### src/rtl/ghost_mode_scheduler_pkg.sv
// Shared mode codes, FSM state encoding and schedule helpers for the ghost
// behaviour scheduler.
package ghost_mode_scheduler_pkg;

  typedef enum logic [1:0] {
    MODE_SCATTER = 2'd0,
    MODE_CHASE   = 2'd1,
    MODE_FRIGHT  = 2'd2
  } mode_e;

  typedef enum logic [1:0] {
    ST_IDLE   = 2'd0,
    ST_SCHED  = 2'd1,
    ST_FRIGHT = 2'd2,
    ST_FINAL  = 2'd3
  } state_e;

  localparam int unsigned PHASE_W = 5;

  // Even phases scatter, odd phases chase.
  function automatic int unsigned phase_len(input logic [PHASE_W-1:0] idx,
                                            input int unsigned scatter_s,
                                            input int unsigned chase_s);
    return idx[0] ? chase_s : scatter_s;
  endfunction

endpackage

### src/rtl/ghost_mode_scheduler_sec_down_timer.sv
// Loadable seconds down-counter; load wins over enable, decrement stops at zero.
module sec_down_timer #(
  parameter int unsigned CNT_W = 6
) (
  input  logic             clk,
  input  logic             reset,
  input  logic             load,
  input  logic [CNT_W-1:0] load_val,
  input  logic             en,
  output logic [CNT_W-1:0] count,
  output logic             zero
);

  always_ff @(posedge clk or negedge reset) begin
    if (!reset) begin
      count <= '0;
    end else if (load) begin
      count <= load_val;
    end else if (en && (count != '0)) begin
      count <= count - CNT_W'(1);
    end
  end

  assign zero = (count == '0);

endmodule

### src/rtl/ghost_mode_scheduler.sv
// Global ghost-behaviour scheduler: scatter/chase schedule, permanent chase,
// per-ghost frightened override with flash warning and reverse pulse.
module ghost_mode_scheduler
  import ghost_mode_scheduler_pkg::*;
#(
  parameter int unsigned NUM_GHOSTS = 4,
  parameter int unsigned NUM_PAIRS  = 4,
  parameter int unsigned CNT_W      = 6,
  parameter int unsigned SCATTER_S  = 7,
  parameter int unsigned CHASE_S    = 20,
  parameter int unsigned FRIGHT_S   = 6,
  parameter int unsigned FLASH_S    = 2
) (
  input  logic                  clk,
  input  logic                  reset,
  input  logic                  one_hz_enable,
  input  logic                  start,
  input  logic                  pause,
  input  logic                  power_pellet,
  input  logic [NUM_GHOSTS-1:0] ghost_eaten,
  output logic [1:0]            mode,
  output logic                  chase,
  output logic [NUM_GHOSTS-1:0] frightened,
  output logic                  flash,
  output logic                  reverse,
  output logic [PHASE_W-1:0]    phase_idx,
  output logic [CNT_W-1:0]      secs_left
);

  localparam logic [PHASE_W-1:0] LAST_PHASE = PHASE_W'(2 * NUM_PAIRS);

  state_e                state_q, state_d;
  state_e                saved_q, saved_d;
  logic [PHASE_W-1:0]    phase_q, phase_d;
  logic [NUM_GHOSTS-1:0] fright_q, fright_d;
  logic                  reverse_q, reverse_d;

  logic                  s_load, s_en, s_zero;
  logic [CNT_W-1:0]      s_load_val, s_count;
  logic                  f_load, f_en, f_zero;
  logic [CNT_W-1:0]      f_load_val, f_count;

  logic                  tick;
  logic [PHASE_W-1:0]    phase_next;
  mode_e                 mode_c;

  assign tick       = one_hz_enable && !pause;
  assign phase_next = phase_q + PHASE_W'(1);

  sec_down_timer #(.CNT_W(CNT_W)) u_sched_timer (
    .clk      (clk),
    .reset    (reset),
    .load     (s_load),
    .load_val (s_load_val),
    .en       (s_en),
    .count    (s_count),
    .zero     (s_zero)
  );

  sec_down_timer #(.CNT_W(CNT_W)) u_fright_timer (
    .clk      (clk),
    .reset    (reset),
    .load     (f_load),
    .load_val (f_load_val),
    .en       (f_en),
    .count    (f_count),
    .zero     (f_zero)
  );

  always_ff @(posedge clk or negedge reset) begin
    if (!reset) begin
      state_q   <= ST_IDLE;
      saved_q   <= ST_SCHED;
      phase_q   <= '0;
      fright_q  <= '0;
      reverse_q <= 1'b0;
    end else begin
      state_q   <= state_d;
      saved_q   <= saved_d;
      phase_q   <= phase_d;
      fright_q  <= fright_d;
      reverse_q <= reverse_d;
    end
  end

  always_comb begin
    state_d    = state_q;
    saved_d    = saved_q;
    phase_d    = phase_q;
    fright_d   = fright_q;
    reverse_d  = 1'b0;
    s_load     = 1'b0;
    s_load_val = '0;
    s_en       = 1'b0;
    f_load     = 1'b0;
    f_load_val = '0;
    f_en       = 1'b0;

    if (start) begin
      state_d    = ST_SCHED;
      phase_d    = '0;
      s_load     = 1'b1;
      s_load_val = CNT_W'(SCATTER_S);
      f_load     = 1'b1;
      fright_d   = '0;
    end else begin
      unique case (state_q)
        ST_IDLE: begin
        end
        ST_SCHED, ST_FINAL: begin
          if (power_pellet) begin
            // Schedule timer is left untouched so SCHED resumes where it stopped.
            state_d    = ST_FRIGHT;
            saved_d    = state_q;
            f_load     = 1'b1;
            f_load_val = CNT_W'(FRIGHT_S);
            fright_d   = '1;
            reverse_d  = 1'b1;
          end else if ((state_q == ST_SCHED) && tick && !s_zero) begin
            if (s_count == CNT_W'(1)) begin
              phase_d   = phase_next;
              reverse_d = 1'b1;
              s_load    = 1'b1;
              if (phase_next == LAST_PHASE) begin
                state_d = ST_FINAL;
              end else begin
                s_load_val = CNT_W'(phase_len(phase_next, SCATTER_S, CHASE_S));
              end
            end else begin
              s_en = 1'b1;
            end
          end
        end
        ST_FRIGHT: begin
          if (power_pellet) begin
            f_load     = 1'b1;
            f_load_val = CNT_W'(FRIGHT_S);
            fright_d   = '1;
            reverse_d  = 1'b1;
          end else begin
            fright_d = fright_q & ~ghost_eaten;
            if (tick && !f_zero) begin
              f_en = 1'b1;
              if (f_count == CNT_W'(1)) begin
                fright_d = '0;
                state_d  = saved_q;
              end
            end
          end
        end
        default: begin
          state_d = ST_IDLE;
        end
      endcase
    end
  end

  // Outputs decode registered state only, so there is no input-to-output path.
  always_comb begin
    mode_c = MODE_SCATTER;
    unique case (state_q)
      ST_IDLE:   mode_c = MODE_SCATTER;
      ST_SCHED:  mode_c = phase_q[0] ? MODE_CHASE : MODE_SCATTER;
      ST_FRIGHT: mode_c = MODE_FRIGHT;
      ST_FINAL:  mode_c = MODE_CHASE;
      default:   mode_c = MODE_SCATTER;
    endcase
  end

  always_comb begin
    secs_left = '0;
    if (state_q == ST_SCHED) begin
      secs_left = s_count;
    end else if (state_q == ST_FRIGHT) begin
      secs_left = f_count;
    end
  end

  assign mode       = mode_c;
  assign chase      = (mode_c == MODE_CHASE);
  assign frightened = fright_q;
  assign flash      = (state_q == ST_FRIGHT) && !f_zero && (f_count <= CNT_W'(FLASH_S));
  assign reverse    = reverse_q;
  assign phase_idx  = phase_q;

endmodule

### config.mk
export PLATFORM = sky130hd
export DESIGN_NAME = ghost_mode_scheduler
export DESIGN_NICKNAME = d
export VERILOG_FILES = /design/src/rtl/ghost_mode_scheduler_pkg.sv /design/src/rtl/ghost_mode_scheduler_sec_down_timer.sv /design/src/rtl/ghost_mode_scheduler.sv
export SDC_FILE = /design/constraint.sdc
export NUM_CORES = 1
export LEC_CHECK = 0
export CAP_MARGIN = 20
export CORE_UTILIZATION = 60
export CTS_CLUSTER_DIAMETER = 80
export CTS_CLUSTER_SIZE = 28
export DETAILED_ROUTE_END_ITERATION = 12
export DONT_BUFFER_PORTS = 1
export PLACE_DENSITY_LB_ADDON = 0.05
export RECOVER_POWER = 25
export REMOVE_ABC_BUFFERS = 1
export SKIP_CTS_REPAIR_TIMING = 1
export SYNTH_ARGS = -nofsm -noshare
export SYNTH_HDL_FRONTEND = slang
export SYNTH_SLANG_ARGS = --single-unit
### constraint.sdc
create_clock -name clk -period 2.75 [get_ports clk]
set_clock_uncertainty 0.1 [all_clocks]
set_input_delay 0.275 -clock clk [delete_from_list [all_inputs] [get_ports clk]]
set_output_delay 0.275 -clock clk [all_outputs]
set_load 0.01 [all_outputs]
== After elaboration in Yosys (flattened, before gate mapping) ==
Cells that the tools add are included.

* Bits in registers: 26
* Bits of input ports: 10
* Output and inout bits: 20
* Word-level logic and storage cells: 115

* Add/sub/neg operators: 3
* Magnitude comparators: 1
* Equality and inequality tests: 15
* Mux-type cells: 58
* Bitwise gates (word level): 3
* Reduce and logical (&&, ||, !) cells: 28

{| class="wikitable"
|+ Operators by type and width
! kind !! number
|-
| $mux 5 || 12
|-
| $mux 6 || 6
|-
| $mux 1 || 20
|-
| $mux 4 || 5
|-
| $mux 2 || 8
|-
| $eq 6x1->1 const B || 2
|-
| $logic_not 6->1 || 2
|-
| $ne 3x3->1 const B || 4
|-
| $ne 4x4->1 const B || 3
|-
| $reduce_bool 6->1 || 2
|-
| $sub 6x1->6 const B || 2
|-
| $reduce_bool 2->1 || 5
|-
| $mux 3 || 3
|-
| $logic_and 1x1->1 || 8
|-
| $pmux 2 s4 || 1
|-
| $pmux 4 s2 || 1
|-
| $reduce_and 7->1 || 1
|-
| $le 6x2->1 const B || 1
|-
| $add 5x1->5 const B || 1
|-
| $eq 5x4->1 const B || 1
|-
| $and 4x4->4 || 1
|-
| $eq 2x1->1 const B || 2
|-
| $eq 2x2->1 const B || 2
|-
| $not 4->4 || 1
|-
| 12 further kinds || 14
|}

== Depth between registers and ports, before layout ==
* Depth in word-level cells: 11
* Depth in mapped cells: 8
* Mapped depth without buffers: 7

== Cells and area by module ==
A second synthesis with hierarchy kept.

* Cells, all modules: 207
* Area, all modules: 1824.2 µm²

{| class="wikitable"
|+ Modules (own cells, without submodules)
! module !! times used !! cells each !! area an instance (µm²) !! sequential area each (µm²)
|-
| ghost_mode_scheduler || 1 || 119 || 1033.5 || 351.6
|-
| sec_down_timer || 2 || 44 || 395.4 || 150.1
|}

== Worst setup path before layout ==
Ideal clock, no wire load.

* Kind: register to register
* Start: reg u_fright_timer.count[0]
* End: reg state_q[1]
* Arrival: 1769 ps
* Data required time: 2522 ps
* Setup slack: 754 ps
* Cell stages (with the launch flop): 7
* Buffers on the path: 0
* Period minus slack after synthesis: 1996 ps
* Path through: dfrtp_1 inv_1 ha_1 a2111oi_0 nor3_1 a311oi_2 mux2_1

* Longest elaborated chain between the ends: 5
* Elaborated cells on any way between the ends: 7
* Those cells by class: eq/ne: 3; reduce/logical: 4

{| class="wikitable"
|+ RTL lines
! element !! line !! RTL
|-
| start, declared || ghost_mode_scheduler_sec_down_timer.sv:10 || <nowiki>output logic [CNT_W-1:0] count,</nowiki>
|-
| start signal, assigned || ghost_mode_scheduler_sec_down_timer.sv:18 || <nowiki>count <= load_val;</nowiki>
|-
| start signal, assigned || ghost_mode_scheduler_sec_down_timer.sv:20 || <nowiki>count <= count - CNT_W'(1);</nowiki>
|-
| $logic_not 6->1 || ghost_mode_scheduler_sec_down_timer.sv:24 || <nowiki>assign zero = (count == '0);</nowiki>
|-
| $logic_not 1->1 || ghost_mode_scheduler.sv:142 || <nowiki>if (tick && !f_zero) begin</nowiki>
|-
| $logic_and 1x1->1 || ghost_mode_scheduler.sv:142 ||
|-
| $ne 3x3->1 (no source line) || n/a ||
|-
| $reduce_and 7->1 (no source line) * || n/a ||
|-
| end signal, assigned || ghost_mode_scheduler.sv:78 || <nowiki>state_q <= state_d;</nowiki>
|-
| end, declared || ghost_mode_scheduler.sv:32 || <nowiki>state_e state_q, state_d;</nowiki>
|}

Every way passes the cells marked *; elsewhere a longest branch is shown, timed or not.
A chain may end at the register's enable or synchronous reset.

== Worst setup path in the final report ==
* Start: reg state_q[0]
* End: out secs_left[5]

* Longest elaborated chain between the ends: 3
* Elaborated cells on any way between the ends: 4
* Those cells by class: eq/ne: 2; mux: 2

{| class="wikitable"
|+ RTL lines
! element !! line !! RTL
|-
| $eq 2x2->1 || ghost_mode_scheduler.sv:174 || <nowiki>end else if (state_q == ST_FRIGHT) begin</nowiki>
|-
| $mux 6 || ghost_mode_scheduler.sv:174 ||
|-
| $mux 6 * || ghost_mode_scheduler.sv:172 || <nowiki>if (state_q == ST_SCHED) begin</nowiki>
|-
| end, declared || ghost_mode_scheduler.sv:27 || <nowiki>output logic [CNT_W-1:0] secs_left</nowiki>
|}

Marked as above.

==> flow_metrics.env <==
export IMPL_worstPathCellList="nand2b_1 > clkinv_1 > a22o_1"
export IMPL_worst_pin_slew_ns=1.374
export IMPL_synthArstFlopShare_pct=100.0
export IMPL_cp_top_family="flip-flops"
export IMPL_dr_first_iter_drc_count=20
export IMPL_utilization_pct=67.31
export IMPL_clkTransAtPathRegs_ns=0.13
export IMPL_cts_htree_levels=1
export IMPL_areaGrowthSynthToFinish_pct=3.477
export IMPL_drt_wl_total_mm=3.479
export IMPL_cellPowerDensity_nw_per_um2=611.5
export IMPL_fp_dieW_um=54.53
export IMPL_tritoncts="yes"
export IMPL_avgSynthCellArea_um2=9.459
export IMPL_dp_hpwl_mm=2.463
export IMPL_fmax_ghz=0.4262
export IMPL_synth_seq_cells=26
export IMPL_clk_latency_ns=0.32
export IMPL_initial_core_util_pct=65.04
export IMPL_dp_slack_ns=0.5819
export IMPL_fin_tns_setup_ns=0
export IMPL_cap_violations=0
export IMPL_synth_edf_count=0
export IMPL_dieArea_um2=2973
export IMPL_dr_pass1_iters=4
export IMPL_outcome="completed"
export IMPL_rsz0062_at_grt="no"
export IMPL_p_total_mw=1.047
export IMPL_diodes=0
export IMPL_place_gp_congestion=0.7914
export IMPL_grt_util_all_layers_pct=24.77
export IMPL_synth_warnings=0
export IMPL_nets=193
export IMPL_final_common_cell="dfrtp_1"
export IMPL_cts_buffers=3
export IMPL_crit_buf_inv=1
export IMPL_fin_crit_ns=2.346
export IMPL_antenna_found_initial=0
export IMPL_fin_crit_sh_pct=85.32
export IMPL_placed_area_um2=1653
export IMPL_core_area_um2=2545
export IMPL_vias=1285
export IMPL_max_slew_margin_rel_pct=8.399
export IMPL_grt_max_degree=27
export IMPL_grt_pass1_wl_mm=5.223
export IMPL_grt_pass1_vias=1167
export IMPL_ys_types=52
export IMPL_hold_viol_final=0
export IMPL_setup_violations=0
export IMPL_finalMaxSlewViolations=0
export IMPL_worstPathArrival_ns=1.97
export IMPL_startpoint_type="register"
export IMPL_cts_sinks=26
export IMPL_final_cell_area_um2=1713
export IMPL_crit_required_ns=2.38
export IMPL_numPortBuffers=0
export IMPL_cts_root_buf="clkbuf_4"
export IMPL_final_cell_mix="dfrtp_1, nor2_1, nand2_1"
export IMPL_via_per_inst=6.268
export IMPL_die_y_um=54.53
export IMPL_wire_per_inst_um=16.97
export IMPL_hold_class="input pin to register"
export IMPL_clockBufferDepth=2
export IMPL_io_pins=30
export IMPL_grt_overflow_total=0
export IMPL_synth_area_um2=1655
export IMPL_synthFlopType="dfrtp_1"
export IMPL_p_leak_nw=0.7265
export IMPL_drc=0
export IMPL_synth_seq_area_share_pct=39.38
export IMPL_num_rows=18
export IMPL_worst_setup_path_end_kind="output port"
export IMPL_ir_drop_mv=0.5471
export IMPL_setup_ws_ns=0.4037
export IMPL_slowest_stage="dfrtp_1"
export IMPL_drive_gt1_share_pct=10.86
export IMPL_syn_inst=175
export IMPL_ant_nets=0
export IMPL_critical_path_max_fanout=11
export IMPL_critPathKind="register to output port"
export IMPL_slowest_delay_ns=0.54
logic make-up after synthesis:
| logic type | share of synthesized area, % |
|---|---|
| buf+inv | 4.006 |
| xor+xnor | 6.878 |
| flops | 39.38 |
| simple gates | 24.04 |
| compound gates | 18.44 |
| mux | 1.965 |
| fa+ha+maj | 5.291 |
synthesized netlist by cell type, types with 2 or more instances:
cell type	n	area share, %
or2_2	2	0.76
nor3_1	8	2.4
buf_2	2	0.60
a21oi_1	7	2.1
nand3b_1	2	0.91
xnor2_1	9	4.8
nor2b_1	2	0.76
dfrtp_1	25	38
a21o_1	7	3.2
nand2_1	18	4.1
clkbuf_1	3	0.68
nand2b_1	2	0.76
o21a_1	2	0.91
inv_1	6	1.4
nand3_1	3	0.91
o21ai_0	9	2.7
a22o_1	4	2.1
nor2_1	21	4.8
xor2_1	4	2.1
ha_1	7	5.3
registers in the layout, summed over array words and instances, names as in the netlist:
register              flops
saved_q                   2
state_q                   2
u_sched_timer.count       6
frightened                4
reverse                   1
u_fright_timer.count      6
phase_idx                 5
layer usage:
metal	up-vias	wire (µm)	track usage, %
met3	5	163	3.333
met1	633	1469	31.31
met2	32	1795	42.68
met5	-	0	0
li1	615	-	-
met4	0	52	8.974
per-stage QoR:
| step | hold slack, ns | cells |
|---|---|---|
| 2_1_floorplan | -0.1206 | 168 |
| 5_1_grt | 0.05798 | 205 |
| 3_5_place_dp | -0.1201 | 198 |
| 3_3_place_gp | -0.1201 | 198 |
| 6_report | 0.05455 | 205 |
| 4_1_cts | -0.4915 | 202 |
worst reg2reg max path, delay by kind of cell, from the launching register on:
family	cells	cell delay, ns
AO/OA/AOI/OAI	2	0.73
flip-flops	1	0.43
multiplexers	1	0.35
adder cells (fa/ha/maj)	1	0.28
buffers and inverters	1	0.11
AND/OR/NAND/NOR	1	0.10
path summary, 6_finish.rpt:
| kind | slack (ns) | cells past startpoint | from | endpoint |
|---|---|---|---|---|
| hold reg to reg | 0.43 | 1 | saved_q[1] | saved_q[1] |
| max in group asynchronous | 1.07 | 2 | reset | reverse |
| setup reg to reg | 0.54 | 6 | u_fright_timer.count[0] | state_q[1] |
| min in group asynchronous | 0.68 | 2 | reset | u_fright_timer.count[2] |
| setup / recovery | 0.40 | 3 | state_q[0] | secs_left[5] |
| hold / removal | 0.05 | 2 | start | state_q[0] |
layout make-up:
cell class,count,area [µm²]
clock buffer,4,36.28
fill,219,832.0
inverter,7,26.28
multi-input combinational,135,937.1
sequential,26,651.9
tap,30,37.54
timing repair buffer,3,23.77
power by group:
group	switching (mW)	leakage (nW)	internal, mW
logic	0.212	0.374	0.127
clock network	0.111	0.0210	0.0811
registers	0.0809	0.332	0.436
total	0.404	0.727	0.643
(Power assumes the default switching activity.)
